<file path="config.mk">
export PLATFORM = sky130hd
export DESIGN_NAME = wl_afifo_rctrl_flat
export DESIGN_NICKNAME = d
export VERILOG_FILES = /design/src/rtl/wl_afifo_rctrl_if.sv /design/src/rtl/wl_afifo_rctrl.sv /design/src/flat_wrapper.sv
export SDC_FILE = /design/constraint.sdc
export NUM_CORES = 1
export LEC_CHECK = 0
export ABC_AREA = 0
export CORE_MARGIN = 8
export CORE_UTILIZATION = 30
export DETAILED_ROUTE_END_ITERATION = 8
export PLACE_DENSITY_LB_ADDON = 0.12
export SLEW_MARGIN = 20
export SYNTH_ARGS = -nofsm -noshare
export SYNTH_HDL_FRONTEND = slang
export SYNTH_SLANG_ARGS = --single-unit
</file>
<file path="constraint.sdc">
create_clock -name rclk -period 3.4 [get_ports rclk]
set_input_delay 0.51 -clock rclk [delete_from_list [all_inputs] [get_ports rclk]]
set_output_delay 0.51 -clock rclk [all_outputs]
set_load 0.03 [all_outputs]
</file>
<file path="src/rtl/wl_afifo_rctrl_if.sv">
// Read-side bus of the asynchronous FIFO: the write-pointer input, the read request,
// and everything the read controller reports back (RAM strobe, flags, gray read pointer).
interface wl_afifo_rctrl_if #(
    parameter int L = 3
);
    logic [L:0]   g_wptr;
    logic         rd_en;
    logic [L:0]   g_rptr;
    logic [L-1:0] raddr;
    logic         ram_ren;
    logic         rvalid;
    logic         rempty;
    logic         ralmost_empty;
    logic [L:0]   rcount;
    logic         rd_err;

    modport master (
        output g_wptr, rd_en,
        input  g_rptr, raddr, ram_ren, rvalid, rempty, ralmost_empty, rcount, rd_err
    );

    modport slave (
        input  g_wptr, rd_en,
        output g_rptr, raddr, ram_ren, rvalid, rempty, ralmost_empty, rcount, rd_err
    );
endinterface

</file>
<file path="src/rtl/wl_afifo_rctrl.sv">
// Read-side pointer controller of the asynchronous FIFO (rclk domain only).
// Synchronizes the gray write pointer and owns the binary/gray read pointer and read flags.
module wl_afifo_rctrl #(
    parameter int L      = 3,
    parameter int AE_LVL = 1
) (
    input  logic             rclk,
    input  logic             rrst,
    input  logic             rclr,
    wl_afifo_rctrl_if.slave  bus
);
    localparam logic [L:0] AE_THR = AE_LVL[L:0];

    logic [L:0] r_gray_wptr_q, r_gray_wptr_d;
    logic [L:0] r2_gray_wptr_q, r2_gray_wptr_d;
    logic [L:0] rbin_q, rbin_d;
    logic [L:0] g_rptr_q, g_rptr_d;
    logic [L:0] rcount_q, rcount_d;
    logic       rempty_q, rempty_d;
    logic       ralmost_empty_q, ralmost_empty_d;
    logic       rvalid_q, rvalid_d;
    logic       rd_err_q, rd_err_d;

    logic       clr;
    logic       rd_fire;
    logic [L:0] rbin_next;
    logic [L:0] gray_next;
    logic [L:0] wbin_s;
    logic [L:0] fill;

    // A read is only honoured when data is present and no clear is in progress.
    always_comb begin
        clr       = rrst | rclr;
        rd_fire   = bus.rd_en & ~rempty_q & ~clr;
        rbin_next = rbin_q + {{L{1'b0}}, rd_fire};
        gray_next = rbin_next ^ (rbin_next >> 1);
        // Gray-to-binary: each binary bit is the XOR of all gray bits at or above it.
        for (int i = 0; i <= L; i++) begin
            wbin_s[i] = ^(r2_gray_wptr_q >> i);
        end
        fill = wbin_s - rbin_next;
    end

    // NOTE: every *_d gets an unconditional assignment so no latch can be inferred.
    always_comb begin
        r_gray_wptr_d   = bus.g_wptr;
        r2_gray_wptr_d  = r_gray_wptr_q;
        rbin_d          = rbin_next;
        g_rptr_d        = gray_next;
        rempty_d        = (gray_next == r2_gray_wptr_q);
        rcount_d        = fill;
        ralmost_empty_d = (fill <= AE_THR);
        rvalid_d        = rd_fire;
        rd_err_d        = bus.rd_en & rempty_q & ~clr;
    end

    // NOTE: state updates use non-blocking assignments so all flops sample pre-edge values.
    always_ff @(posedge rclk) begin
        if (rrst || rclr) begin
            r_gray_wptr_q   <= '0;
            r2_gray_wptr_q  <= '0;
            rbin_q          <= '0;
            g_rptr_q        <= '0;
            rcount_q        <= '0;
            rempty_q        <= 1'b1;
            ralmost_empty_q <= 1'b1;
            rvalid_q        <= 1'b0;
            rd_err_q        <= 1'b0;
        end else begin
            r_gray_wptr_q   <= r_gray_wptr_d;
            r2_gray_wptr_q  <= r2_gray_wptr_d;
            rbin_q          <= rbin_d;
            g_rptr_q        <= g_rptr_d;
            rcount_q        <= rcount_d;
            rempty_q        <= rempty_d;
            ralmost_empty_q <= ralmost_empty_d;
            rvalid_q        <= rvalid_d;
            rd_err_q        <= rd_err_d;
        end
    end

    // g_rptr crosses into wclk, so it must come straight from a flop.
    assign bus.g_rptr        = g_rptr_q;
    assign bus.raddr         = rbin_q[L-1:0];
    assign bus.ram_ren       = rd_fire;
    assign bus.rvalid        = rvalid_q;
    assign bus.rempty        = rempty_q;
    assign bus.ralmost_empty = ralmost_empty_q;
    assign bus.rcount        = rcount_q;
    assign bus.rd_err        = rd_err_q;
endmodule

</file>
<file path="src/flat_wrapper.sv">
// flat-port wrapper written by rule: the top's interface ports become plain ports
module wl_afifo_rctrl_flat 
#(
    parameter int L      = 3,
    parameter int AE_LVL = 1
)
  (rclk, rrst, rclr, bus_g_wptr, bus_rd_en, bus_g_rptr, bus_raddr, bus_ram_ren, bus_rvalid, bus_rempty, bus_ralmost_empty, bus_rcount, bus_rd_err);
  wl_afifo_rctrl_if #(.L(L)) bus_i ();
  input  logic rclk;
  input  logic rrst;
  input  logic rclr;
  input wire logic [$bits(bus_i.g_wptr)-1:0] bus_g_wptr;
  input wire logic [$bits(bus_i.rd_en)-1:0] bus_rd_en;
  output wire logic [$bits(bus_i.g_rptr)-1:0] bus_g_rptr;
  output wire logic [$bits(bus_i.raddr)-1:0] bus_raddr;
  output wire logic [$bits(bus_i.ram_ren)-1:0] bus_ram_ren;
  output wire logic [$bits(bus_i.rvalid)-1:0] bus_rvalid;
  output wire logic [$bits(bus_i.rempty)-1:0] bus_rempty;
  output wire logic [$bits(bus_i.ralmost_empty)-1:0] bus_ralmost_empty;
  output wire logic [$bits(bus_i.rcount)-1:0] bus_rcount;
  output wire logic [$bits(bus_i.rd_err)-1:0] bus_rd_err;
  assign bus_i.g_wptr = bus_g_wptr;
  assign bus_i.rd_en = bus_rd_en;
  assign bus_g_rptr = bus_i.g_rptr;
  assign bus_raddr = bus_i.raddr;
  assign bus_ram_ren = bus_i.ram_ren;
  assign bus_rvalid = bus_i.rvalid;
  assign bus_rempty = bus_i.rempty;
  assign bus_ralmost_empty = bus_i.ralmost_empty;
  assign bus_rcount = bus_i.rcount;
  assign bus_rd_err = bus_i.rd_err;
  wl_afifo_rctrl #(.L(L), .AE_LVL(AE_LVL)) u_core (.rclk(rclk), .rrst(rrst), .rclr(rclr), .bus(bus_i));
endmodule
</file>
==> results of run 1 <==
==> Yosys cell counts (all sizes together), types with 2 or more instances <==
cell,count
dfxtp,23
nor2,16
and2,12
xnor2,11
ha,4
inv,4
clkbuf,3
nand2,3
nand2b,3
o2111ai,3
xor2,3
nand4b,2
o21a,2
==> state kept, by name (all words and copies together), names as in the netlist <==
name and cells:
u_core.bus.rcount 4, u_core.r2_gray_wptr_d 4, u_core.bus.rempty 1, u_core.rbin_q 3, u_core.bus.ralmost_empty 1, u_core.bus.rd_err 1
u_core.bus.rvalid 1, u_core.r2_gray_wptr_q 4, u_core.bus.g_rptr 4
==> power by group <==
part	total, mW	internal (mW)	switching, mW
clock	0.129	0.0440	0.0853
sequential	0.277	0.275	0.00202
combinational	0.0370	0.0191	0.0179
==> worst register-to-register path: cells and delay by family (launching register included) <==
family,cells,cell delay [ns]
compound gates,2,0.27
flops,1,0.52
simple gates,3,0.74
fa+ha+maj,1,0.25
xor+xnor,3,0.69
==> layer usage <==
metal	part of all wire [%]	vias to the layer above	wire (um)
li1	-	402	-
met1	44	349	915
met2	48	17	1000
met3	6.5	2	135
met4	0.96	0	20
met5	0	-	0
==> kinds of logic (layout without fill, tap and decap cells) <==
kind of cell               Yosys count  count (layout)  synth area share [%]
DFF                                 23              23                  44.6
and+or+nand+nor                     42              42                  22.3
buffers and inverters                8              32                  3.03
AOI/OAI and AO/OA                   13              13                  10.5
adders and majority gates            5               5                  6.78
xor gates and xnor gates            14              14                  11.9
muxes                                1               1                 0.969
==> how the worst max path moves through the flow <==
stage,end
2_1_floorplan,u_core.bus.ralmost_empty
3_3_place_gp,u_core.bus.ralmost_empty
3_5_place_dp,u_core.bus.ralmost_empty
4_1_cts,u_core.bus.ralmost_empty
5_1_grt,u_core.bus.ralmost_empty
6_report,u_core.bus.ralmost_empty
==> layout make-up <==
cell class                      instances  area, sq um
Multi-Input combinational cell         75          542
Inverter                                4         15.0
Clock inverter                          1         5.00
Fill cell                             352         1970
Timing Repair Buffer                   24          238
Tap cell                               46         57.6
Clock buffer                            3         22.5
Sequential cell                        23          460
==> metrics.cfg, run 1 <==
[outcome]
outcome=completed

[sta]
max_slew.worst_pin.slew_ns=0.426
period_needed_ns=2.86
skew_ns=0.00351
rsz0062_at_grt=false
setup_violations=0
hold_slack_ns=0.444
slew_headroom_pct=71.4
report.final.hold_viol_count=0
finalWorstSetupSlack_ns=0.537
timing.final.crit_share_pct=84.2
max_freq_ghz=0.349
final_max_slew_viol_count=0
fin_setup_tns_ns=0

[critical_path]
reg2reg_slack_ns=0.86
r2r_cells=9
path_delay_family=adder cells
crit_path_max_fanout=5
crit_path_cell_trace=clkdlybuf4s50_1 -> nor2_1 -> nand2_1 -> nor2_1 -> ha_1 -> xnor2_1 -> inv_1 -> fa_1 -> xnor2_1 -> xnor2_1 -> a21oi_1 -> nor2_2
cp.arrival_ns=3.09
critical_path_depth=12
cp_num_buf_inv=2
crit_slowest_cell=fa_1
crit_start=rclr
r2r_start=u_core.r2_gray_wptr_q[2]
crit_type=in -> reg
cp-end-kind=register
crit_path_frequent_cell=xnor2_1
max_stage_delay_ns=0.46
r2r_end=u_core.bus.ralmost_empty
crit_required_ns=3.62
start_kind=input pin

[synthesis]
netlist_top_cells_area=dfxtp_1, xnor2_1, and2_1
netlist-cell-type-count=32
syn_avg_cell_area_sq_um=9.75
synthCells=106
yosys_most_used_dff=dfxtp_1
synth_top_area_share_pct=44.6
seq_area_frac_synth_pct=44.6
synth-edff-count=0
syn-cell-area_sq_mm=0.00103
async_flop_share_pct=0
synthesis.nets=119
synth_seq_cells=23
synth_top_area_cell=dfxtp_1
yosysWarningCount=0

[die]
placementRows=21
die_h_um=74.7
core-area_sq_mm=0.00331
pin_count=24
initial_core_util_pct=31.2
die_w_um=74.7
dieArea_sq_mm=0.00558

[clock_tree]
clk_pin_slew_worst_paths_ns=0.13
cts_max_level=1
cts_buffer_depth=2
post_cts_buffers=0
clock-sinks=23
postCtsHoldBufs=0
cts_tree=yes
cts.repair.resized=0
cts-root-buf=clkbuf_4
clock_latency_ns=0.31
numCtsBuffers=3

[placed_design]
gp_congestion=0.773
dp_cells=172
placed_area_sq_mm=0.00131
preCtsSetupSlack_ns=0.186
port_buffers=23
hpwlAfterDp_mm=1.56

[cells_and_area]
layout-drive-gt1-share_pct=6.92
fin_nets=144
utilization_pct=40.5
final_cell_mix=clkdlybuf4s50_1, dfxtp_1, nor2_1, and2_1, xnor2_1
instances_no_fill=176
antennaDiodeCount=0
post-route-cell-area_sq_mm=0.00134
area_growth_pct=29.7

[grt]
met3_usage_pct=2.26
met1_usage_pct=9.59
grt_use_met2_pct=13.6
grt_max_degree=14
overflow=0
grt_usage_pct=8.33
grt_first_pass_wirelength_mm=3.55
antenna_found_initial=0
top_usage_layer=met2
grt_pass1_vias=779

[flow_run]
maxCapViolations=0

[routing]
wl_mm=2.07
route.antenna.remaining_nets=0
wl_per_cell_um=11.8
drc=0
first_pass_iters=4
drt_iter0_markers=42
vias_per_cell=4.38
vias=770

[worst_hold_path]
hp-start=u_core.r2_gray_wptr_d[0]
holdCritPathClass=reg -> reg
hold_end=u_core.r2_gray_wptr_q[0]
whs_path_depth=1

[pwr]
p_leak_nw=0.529
power_mw=0.443
peakVddDrop_uv=177
power_density_mw_per_mm2=330

No activity file was read; power rests on OpenSTA's default activity.
==> inputs of run 2 (changes only) <==
==> constraint.sdc (replaced) <==
create_clock -name rclk -period 3 [get_ports rclk]
set_input_delay 0.45 -clock rclk [delete_from_list [all_inputs] [get_ports rclk]]
set_output_delay 0.45 -clock rclk [all_outputs]
set_load 0.03 [all_outputs]
==> run 2 against run 1 <==
Flip-flop and latch count stayed put. Sequential share of layout area is 1.0 points lower. Total power is 14% higher. Final cell count is 2.8% higher. Critical path type unchanged. Non-clock buffer count is 5 higher. Combinational power is 15% higher. Sequential power is 13% higher. Largest cell class unchanged. Highest routed layer unchanged.
==> metrics.cfg, run 2 (synthesis gave the netlist of run 1 again) <==
[clock_tree]
clk_pin_slew_worst_paths_ns=0.13  ; about the same
cts_max_level=1  ; unchanged
cts.repair.resized=0  ; unchanged
postCtsHoldBufs=0  ; unchanged
numCtsBuffers=3  ; unchanged
cts_tree=yes
clock-sinks=23  ; unchanged
clock_latency_ns=0.32  ; about the same
post_cts_buffers=0  ; unchanged
cts-root-buf=clkbuf_4
cts_buffer_depth=2  ; unchanged

[grt]
grt_pass1_vias=797  ; +2.3%
overflow=0  ; unchanged
grt_first_pass_wirelength_mm=3.57  ; +0.59%
grt_usage_pct=8.49  ; +0.16 points
top_usage_layer=met2
antenna_found_initial=0  ; unchanged
grt_max_degree=14  ; unchanged
grt_use_met2_pct=14.7  ; +1.2 points
met3_usage_pct=3.60  ; +1.3 points
met1_usage_pct=9.11  ; -0.48 points

[critical_path]
crit_required_ns=3.22  ; -0.40 ns
crit_slowest_cell=fa_1
max_stage_delay_ns=0.44  ; -0.02 ns
crit_path_frequent_cell=xnor2_1
crit_type=in -> reg
crit_path_max_fanout=3  ; -2
start_kind=input pin
cp-end-kind=register
cp.arrival_ns=2.76  ; -0.33 ns
crit_path_cell_trace=clkdlybuf4s50_1 -> nor2_1 -> nand2_1 -> nor2_2 -> ha_1 -> xnor2_1 -> inv_1 -> fa_1 -> xnor2_1 -> xnor2_1 -> a21oi_1 -> nor2_2

[sta]
setup_violations=0  ; unchanged
max_freq_ghz=0.395
report.final.hold_viol_count=0  ; unchanged
timing.final.crit_share_pct=84.5
rsz0062_at_grt=false
final_max_slew_viol_count=0  ; unchanged
slew_headroom_pct=75.6  ; +4.3 points
hold_slack_ns=0.441  ; -0.00268 ns
max_slew.worst_pin.slew_ns=0.363  ; -0.0634 ns
fin_setup_tns_ns=0  ; unchanged
period_needed_ns=2.53
skew_ns=0.00294  ; -0.000563 ns

[die]
placementRows=21  ; unchanged
die_h_um=74.7  ; unchanged
initial_core_util_pct=31.2  ; unchanged
pin_count=24  ; unchanged
dieArea_sq_mm=0.00558  ; unchanged
die_w_um=74.7  ; unchanged
core-area_sq_mm=0.00331  ; unchanged

[cells_and_area]
utilization_pct=41.7  ; +1.2 points
final_cell_mix=clkdlybuf4s50_1, dfxtp_1, nor2_1, and2_1, xnor2_1
multi_input_area_sq_um=544  ; +0.46%
final-seq-area_sq_um=460  ; unchanged
area_growth_pct=33.5
fin_nets=149  ; +3.5%
instances_no_fill=181  ; +2.8%
antennaDiodeCount=0  ; unchanged
fill_cells=359  ; +2.0%
layout-drive-gt1-share_pct=11.1  ; +4.2 points

[placed_design]
gp_congestion=0.811  ; +4.9%
port_buffers=23  ; unchanged
hpwlAfterDp_mm=1.71  ; +9.6%
dp_cells=177  ; +2.9%

[routing]
drt_iter0_markers=45  ; +7.1%
wl_mm=2.19  ; +5.5%
first_pass_iters=4  ; unchanged
wl_per_cell_um=12.1  ; +2.6%
route.antenna.remaining_nets=0  ; unchanged
drc=0  ; unchanged
vias_per_cell=4.52  ; +3.4%
vias=819  ; +6.4%

[outcome]
outcome=completed

[pwr]
power_mw=0.505  ; +14%
p_leak_nw=0.553  ; +4.6%
peakVddDrop_uv=252  ; +42%
power_density_mw_per_mm2=366  ; +11%

[flow_run]
maxCapViolations=0  ; unchanged

[worst_hold_path]
holdCritPathClass=reg -> reg

-- run 2: per-stage QoR --
step	setup slack [ns]	cell area (sq um)
3_3_place_gp	0.156	1350
4_1_cts	0.454	1380
6_report	0.466	1380
5_1_grt	0.293	1380
2_1_floorplan	0.0535	1040
3_5_place_dp	0.101	1350
-- run 2: final timing paths --
check / from / endpoint / slack, ns / cells after the start
worst max-delay path: rclr / u_core.bus.ralmost_empty / 0.47 / 12
worst min register to register: u_core.r2_gray_wptr_d[3] / u_core.r2_gray_wptr_q[3] / 0.44 / 1
worst max register to register: u_core.r2_gray_wptr_q[2] / u_core.bus.ralmost_empty / 0.49 / 9
worst min-delay path: u_core.r2_gray_wptr_d[3] / u_core.r2_gray_wptr_q[3] / 0.44 / 1
-- run 2: where the power goes --
group | switching [mW] | internal, mW | leakage (nW)
logic | 0.0207 | 0.0217 | 0.349
registers | 0.00269 | 0.311 | 0.187
clock network | 0.0985 | 0.0499 | 0.0177
-- run 2: final cells by class --
| cell class | count | area share [%] |
|---|---|---|
| flip-flops and latches | 23 | 33.4 |
| repair buffers | 29 | 19.9 |
| clock inverters | 1 | 0.363 |
| multi-input cells | 75 | 39.4 |
| well taps | 46 | 4.17 |
| inverters | 4 | 1.09 |
| clock buffers | 3 | 1.63 |
-- run 2: worst max-delay path: cells and delay by family --
family                     cells  cell delay, ns
adders and majority gates      2            0.64
buffers and inverters          2            0.54
xor gates and xnor gates       3            0.48
and+or+nand+nor                4            0.44
AOI/OAI and AO/OA              1            0.19
-- run 2: routing by layer --
| metal | vias to the layer above | part of all wire [%] |
|---|---|---|
| li1 | 414 | - |
| met1 | 387 | 43 |
| met2 | 16 | 50 |
| met3 | 2 | 5.9 |
| met4 | 0 | 0.91 |
| met5 | - | 0 |
